[config.mk]
export PLATFORM = sky130hd
export DESIGN_NAME = bcd_seg_driver
export DESIGN_NICKNAME = d
export VERILOG_FILES = /design/src/rtl/bcd_seg_driver.sv
export SDC_FILE = /design/constraint.sdc
export NUM_CORES = 1
export LEC_CHECK = 0
export ABC_AREA = 1
export CORE_ASPECT_RATIO = 0.9
export CORE_MARGIN = 4
export CORE_UTILIZATION = 40
export DETAILED_ROUTE_END_ITERATION = 10
export HOLD_SLACK_MARGIN = 0.05
export PLACE_DENSITY = 0.62
export SLEW_MARGIN = 40
export SYNTH_ARGS = -nofsm -noshare
export SYNTH_HDL_FRONTEND = slang
export SYNTH_SLANG_ARGS = --single-unit
[constraint.sdc]
create_clock -name Clk -period 1.4 [get_ports Clk]
set_input_delay 0.21 -clock Clk [delete_from_list [all_inputs] [get_ports Clk]]
set_output_delay 0.21 -clock Clk [all_outputs]
set_load 0.05 [all_outputs]
[src/rtl/bcd_seg_driver.sv]
// bcd_seg_driver: sequential double-dabble BCD conversion feeding an active-low 7-segment digit mux.
// Build option SIGNED_DISPLAY_EN: two's-complement input, digit 3 shows the sign.
module bcd_seg_driver #(
    parameter int DATA_W   = 8,
    parameter bit BLANK_LZ = 1'b1
) (
    input  logic              Clk,
    input  logic              Reset,
    input  logic              load,
    input  logic [DATA_W-1:0] data_in,
    input  logic [1:0]        sel,
    output logic [6:0]        seg,
    output logic              busy,
    output logic              done
);
    localparam int CNT_W = $clog2(DATA_W + 1);

    typedef enum logic [1:0] {IDLE, SHIFT, DONE} state_t;

    state_t            state, state_next;
    logic [DATA_W-1:0] shift;
    logic [DATA_W-1:0] operand;
    logic [15:0]       bcd, bcd_adj, display;
    logic [CNT_W-1:0]  count;
    logic              last_shift;
    logic [3:0]        digit;
    logic              lz_blank;
    logic [6:0]        seg_next;

`ifdef SIGNED_DISPLAY_EN
    logic sign_in, neg_cap, neg_disp;

    // Most negative input negates to itself, which is its correct unsigned magnitude.
    assign sign_in = data_in[DATA_W-1];
    assign operand = sign_in ? (~data_in + DATA_W'(1)) : data_in;

    always_ff @(posedge Clk or posedge Reset) begin
        if (Reset) begin
            neg_cap  <= 1'b0;
            neg_disp <= 1'b0;
        end else begin
            if (state == IDLE && load) neg_cap <= sign_in;
            if (state == SHIFT && last_shift) neg_disp <= neg_cap;
        end
    end
`else
    assign operand = data_in;
`endif

    assign last_shift = (count == CNT_W'(DATA_W));
    assign busy       = (state != IDLE);
    assign done       = (state == DONE);

    always_ff @(posedge Clk or posedge Reset) begin
        if (Reset) state <= IDLE;
        else       state <= state_next;
    end

    always_comb begin
        state_next = state;
        case (state)
            IDLE:    if (load) state_next = SHIFT;
            SHIFT:   if (last_shift) state_next = DONE;
            DONE:    state_next = IDLE;
            default: state_next = IDLE;
        endcase
    end

    always_comb begin
        bcd_adj = bcd;
        for (int i = 0; i < 4; i++)
            if (bcd[4*i +: 4] >= 4'd5) bcd_adj[4*i +: 4] = bcd[4*i +: 4] + 4'd3;
    end

    // Display is loaded on the edge entering DONE so it is valid while done is high.
    always_ff @(posedge Clk or posedge Reset) begin
        if (Reset) begin
            shift   <= '0;
            bcd     <= '0;
            count   <= '0;
            display <= '0;
        end else begin
            case (state)
                IDLE: if (load) begin
                    shift <= operand;
                    bcd   <= '0;
                    count <= '0;
                end
                SHIFT: if (!last_shift) begin
                    {bcd, shift} <= {bcd_adj, shift} << 1;
                    count        <= count + 1'b1;
                end else begin
                    display <= bcd;
                end
                default: ;
            endcase
        end
    end

    function automatic logic [6:0] enc7(input logic [3:0] d);
        case (d)
            4'd0:    enc7 = 7'h40;
            4'd1:    enc7 = 7'h79;
            4'd2:    enc7 = 7'h24;
            4'd3:    enc7 = 7'h30;
            4'd4:    enc7 = 7'h19;
            4'd5:    enc7 = 7'h12;
            4'd6:    enc7 = 7'h02;
            4'd7:    enc7 = 7'h78;
            4'd8:    enc7 = 7'h00;
            4'd9:    enc7 = 7'h10;
            default: enc7 = 7'h7F;
        endcase
    endfunction

    // A digit is a leading zero when it and every digit above it are zero.
    always_comb begin
        digit    = display[4*sel +: 4];
        lz_blank = BLANK_LZ && (sel != 2'd0) && ((display >> {sel, 2'b00}) == 16'd0);
        seg_next = lz_blank ? 7'h7F : enc7(digit);
`ifdef SIGNED_DISPLAY_EN
        if (sel == 2'd3) seg_next = neg_disp ? 7'h3F : 7'h7F;
`endif
    end

    always_ff @(posedge Clk or posedge Reset) begin
        if (Reset) seg <= 7'h7F;
        else       seg <= seg_next;
    end

endmodule

* Yosys cells after proc, flatten, opt, wreduce, memory -nomap -nowiden
Memories as Yosys holds them, arrays and structs flattened.
Index checks and enable logic that the tools add are counted.
** Word-level totals
- Register bits after elaboration :: 53
- Bits in read-only memories :: 112
- Input bits :: 13
- Output and inout port bits :: 9
- Memories kept :: 1
** Operators by class
- $add $sub $neg :: 5
- Order comparisons :: 4
- Equality and inequality tests :: 6
- Shift operators :: 2
- Mux-type cells :: 17
- Reduce and logical (&&, ||, !) cells :: 9
** Memory list
- (name not given) :: depth 16, bits a word 7, read ports 1, clocked after memory_dff 0, write ports 0, RTL line 101 : case (d)
** Operators with widths (number)
- two-way mux 16 bit :: 2
- one-hot mux 16 bit (2 select lines) :: 1
- two-way mux 4 bit :: 5
- greater-or-equal comparator 4 x 3 -> 1 bit (second input constant) :: 4
- zero test 16 bit :: 1
- two-way mux 8 bit :: 2
- one-hot mux 8 bit (2 select lines) :: 1
- variable part select 16 x 5 -> 4 bit :: 1
- >> shifter 16 x 4 -> 16 bit :: 1
- adder 4 x 2 -> 4 bit (second input constant) :: 3
- one-hot mux 4 bit (2 select lines) :: 1
- two-way mux 7 bit :: 1
- != test 2 bit (second input constant) :: 3
- nonzero test 2 bit :: 3
- adder 4 x 1 -> 4 bit (second input constant) :: 1
- equality test 4 bit (second input constant) :: 1
- two-way mux 2 bit :: 2
- one-hot mux 2 bit (2 select lines) :: 1
- AND reduction 2 bit :: 2
- adder 3 x 2 -> 3 bit (second input constant) :: 1
- two-way mux 3 bit :: 1
- AND reduction 3 bit :: 1
- equality test 2 x 1 -> 1 bit (second input constant) :: 1
- equality test 2 bit (second input constant) :: 1
- 2 further kinds :: 2

* Longest topological paths before layout
- Depth in word-level cells :: 4
- Depth in mapped cells :: 14

* Worst setup path after synthesis
OpenSTA, ideal clock, no wires.
- Path type :: register -> register
- Start :: reg display[12]
- End :: reg seg[1]
- Setup time :: 64 ps
- Arrival time :: 1383 ps
- Path slack :: -47 ps
- Stages on the path, launching flop included :: 11
- Buffers on the path :: 0
- Path through :: dfrtp_1 nand2_1 nand2_1 o21ai_1 ha_1 nand3_1 nor2_1 nand2_1 inv_1 nand2_1 nand3_1
** Between the ends
- Longest elaborated chain between the ends :: 4
- Elaborated cells on any way between the ends :: 6
** RTL lines
- start: declaration :: RTL line 23 : logic [15:0] bcd, bcd_adj, display;
- start signal: assignment :: RTL line 81 : display <= '0;
- start signal: assignment :: RTL line 93 : display <= bcd;
- branches (longest 3 deep; another with memory (16 x 7 bit))
- two-way mux 7 bit * :: RTL line 120 : seg_next = lz_blank ? 7'h7F : enc7(digit);
- named net seg_next[1] :: RTL line 28 : logic [6:0] seg_next;
- end signal: assignment :: RTL line 128 : else seg <= seg_next;
- end: declaration :: RTL line 12 : output logic [6:0] seg,
Mark *: on every way through the listed nets, which the timed path passes.
A chain may end at the register's enable or synchronous reset.

* Worst setup path in the final report
- Start :: reg count[0]
- End :: reg display[10]
** Between the ends
- Longest elaborated chain between the ends :: 2
** RTL lines
- start: declaration :: RTL line 24 : logic [CNT_W-1:0] count;
- start signal: assignment :: RTL line 91 : count <= count + 1'b1;
- equality test 4 bit :: RTL line 50 : assign last_shift = (count == CNT_W'(DATA_W));
- AND reduction 2 bit (no line)
Every way passes these cells.

==> impl_metrics.tcl <==
set metrics [dict create \
    status "finished with violations" \
    violations "setup timing" \
    setup_ws_ps -61.4 \
    num_rows 29 \
    cts_root_buf "clkbuf_8" \
    drc 0 \
    grt-ovfl-total 0 \
    hpwl_um 4310 \
    cts_sinks 53 \
    fin_crit_ps 1460 \
    grt_antenna_before_repair 0 \
    stdcell_count 507 \
    antenna_left 0 \
    diodes 0 \
    drt_iter0_drc 58 \
    synth_cell_type_count 34 \
    r2r_start "count[0]" \
    synth_area_um2 3050 \
    clock_latency_ps 310 \
    viasPerCell 4.86 \
    ios 22 \
    seq_area_frac_synth_pct 43.8 \
    hp-class "input port to asynchronous set/reset pin" \
    grt_max_degree 54 \
    cts_tree "built" \
    crit_chain "inv_2, ha_4, nand2_4, nor2_4, inv_2, nor2_4, inv_4, buf_12, nand2_1, o21ai_2" \
    grt_use_total_pct 14.4 \
    layout_common_cells "nand2_1, dfrtp_1, buf_4" \
    r2r_end "display[10]" \
    timing.final.hold_violations 0 \
    chipHeight_um 90.8 \
    cp.required_ps 1600 \
    slowest_stage "dfrtp_1" \
    clk_path_buf_depth 2 \
    drtPass1Iterations 4 \
    grt_first_pass_wirelength_um 10900 \
    postSynthCellCount 335 \
    slew_headroom_pct 77.6 \
    rsz0062_at_grt "true" \
    wire_per_inst_um 12.8 \
    dpl.cell_count 484 \
    maxSlewViolCount 0 \
    finClkSkew_ps 9.91 \
    syn_to_final_growth_pct 40.9 \
    cpLargestDelayFamily "flip-flops" \
    worstMarginPinSlew_ps 333 \
    finalWeightedCongestion 0.903 \
    die_w_um 100 \
    h-tree-depth 2 \
    routed_wl_um 6470 \
    rr_worst_depth 10 \
    grt_pass1_vias 2477 \
    cp-end-kind "flop" \
    ir_drop_mv 1.24 \
    ff2ff_setup_slack_ps -60 \
    core_um2 7220 \
    period_share_pct 104 \
    nets 441 \
    startpoint "count[0]" \
    initial_core_util_pct 42.2 \
    criticalPathCategory "flop to flop" \
    setup_viol 33 \
    slowest_delay_ps 400 \
    cellLeakagePower_nw 2.06 \
    tns_ps -851 \
    synth_nets 363 \
    yosys_warnings 0 \
    powerDensity_nw_per_um2 2410 \
    final_common_cell "nand2_1" \
    cap_violations 0 \
    synth.avg_cell_area_um2 9.09 \
    cts_buffers 5 \
    die-area_um2 9080 \
    synth_seq_cells 53 \
    path_max_fanout 8 \
    worstSetupStartpointType "flop" \
    crit_arrival_ps 1660 \
    io_buffers 21 \
    critPathBufInv 4 \
    drive_gt1_share_pct 46.9 \
    clock.fmax_mhz 684 \
    vias 2464 \
    clkTransAtPathRegs_ps 100 \
]
cells in the mapped netlist, drive strengths merged:
cell | instances | area share [%]
nand2 | 93 | 13
dfrtp | 46 | 38
o21ai | 46 | 11
inv | 45 | 5.8
nand3 | 28 | 4.9
ha | 15 | 6.2
nor2 | 15 | 2.9
buf | 9 | 3.5
o22ai | 9 | 3.3
dfstp | 7 | 6.0
o211ai | 7 | 2.7
xor2 | 5 | 1.4
a21oi | 3 | 0.49
nand3b | 2 | 0.49
and2 | 1 | 0.21
nand4 | 1 | 0.21
nor3 | 1 | 0.16
o31ai | 1 | 0.25
or2 | 1 | 0.21
what timing repair did:
action / in CTS / in global routing
gates resized for setup: 47 / 34
gates cloned: 2 / 2
pin swaps: 4 / 6
endpoints found under the setup margin: 47 / 52
hold buffers: 0 / 0
setup buffers: 4 / 7
how the worst max path moves through the flow:
stage,endpoint,slack [ps],cells past startpoint
global placement,seg[6],-470,15
CTS,display[15],-50,10
global route,display[10],-160,10
floorplan,display[3],-20,10
detailed placement,seg[5],-530,15
finish,display[10],-60,10
where the power goes:
group	leakage [nW]	switching, mW	internal, mW	total [mW]
sequential	0.646	0.494	2.33	2.82
combinational	1.35	3.37	3.04	6.42
clock	0.0585	0.514	0.584	1.10
area by class of cell:
cell class,instances,area (um^2)
repair buffers,79,856
multi-input cells,229,1670
inverters,45,198
well taps,93,116
clock buffers,7,86.3
fillers,614,2930
clock inverters,1,30.0
flip-flops and latches,53,1340
metrics by stage:
stage / setup WS [ps] / power [mW] / hold WS, ps / utilization [%] / area, um^2
finish: -61.4 / 10.3 / 313 / 59.4 / 4290
global route: -159 / 11.2 / 364 / 59.4 / 4290
CTS: -51.4 / 9.85 / 327 / 56.3 / 4070
detailed placement: -534 / 8.25 / 483 / 51.9 / 3750
global placement: -473 / 8.11 / 472 / 51.9 / 3750
floorplan: -15.5 / 6.46 / 269 / - / 3080
worst register-to-register path: cells and delay by family (launching register included):
kind / cells / cell delay [ps]
buffers and inverters: 4 / 370
adder cells (fa/ha/maj): 1 / 140
flip-flops: 1 / 400
AO/OA/AOI/OAI: 1 / 50
AND/OR/NAND/NOR: 4 / 390
flip-flops by register name (all words and copies together) (netlist names):
signal / flops
seg: 7
display: 16
bcd: 16
state: 2
count: 4
shift: 8
routing by layer:
metal,track usage [%],wire length [um],part of all wire [%]
met1,18.0,2930,45
met2,24.5,3180,49
met3,2.70,245,3.8
met4,5.61,119,1.8
met5,0,0,0
logic make-up (layout without fill, tap and decap cells):
logic type                 count (synthesis)  after routing  synth area share (%)
DFF                                       53             53                  43.8
and+or+nand+nor                          142            143                  21.7
adders and majority gates                 15             15                  6.16
buffers and inverters                     54            132                  9.29
AOI/OAI and AO/OA                         66             66                  17.6
xor gates and xnor gates                   5              5                  1.44
(Power assumes the default switching activity.)
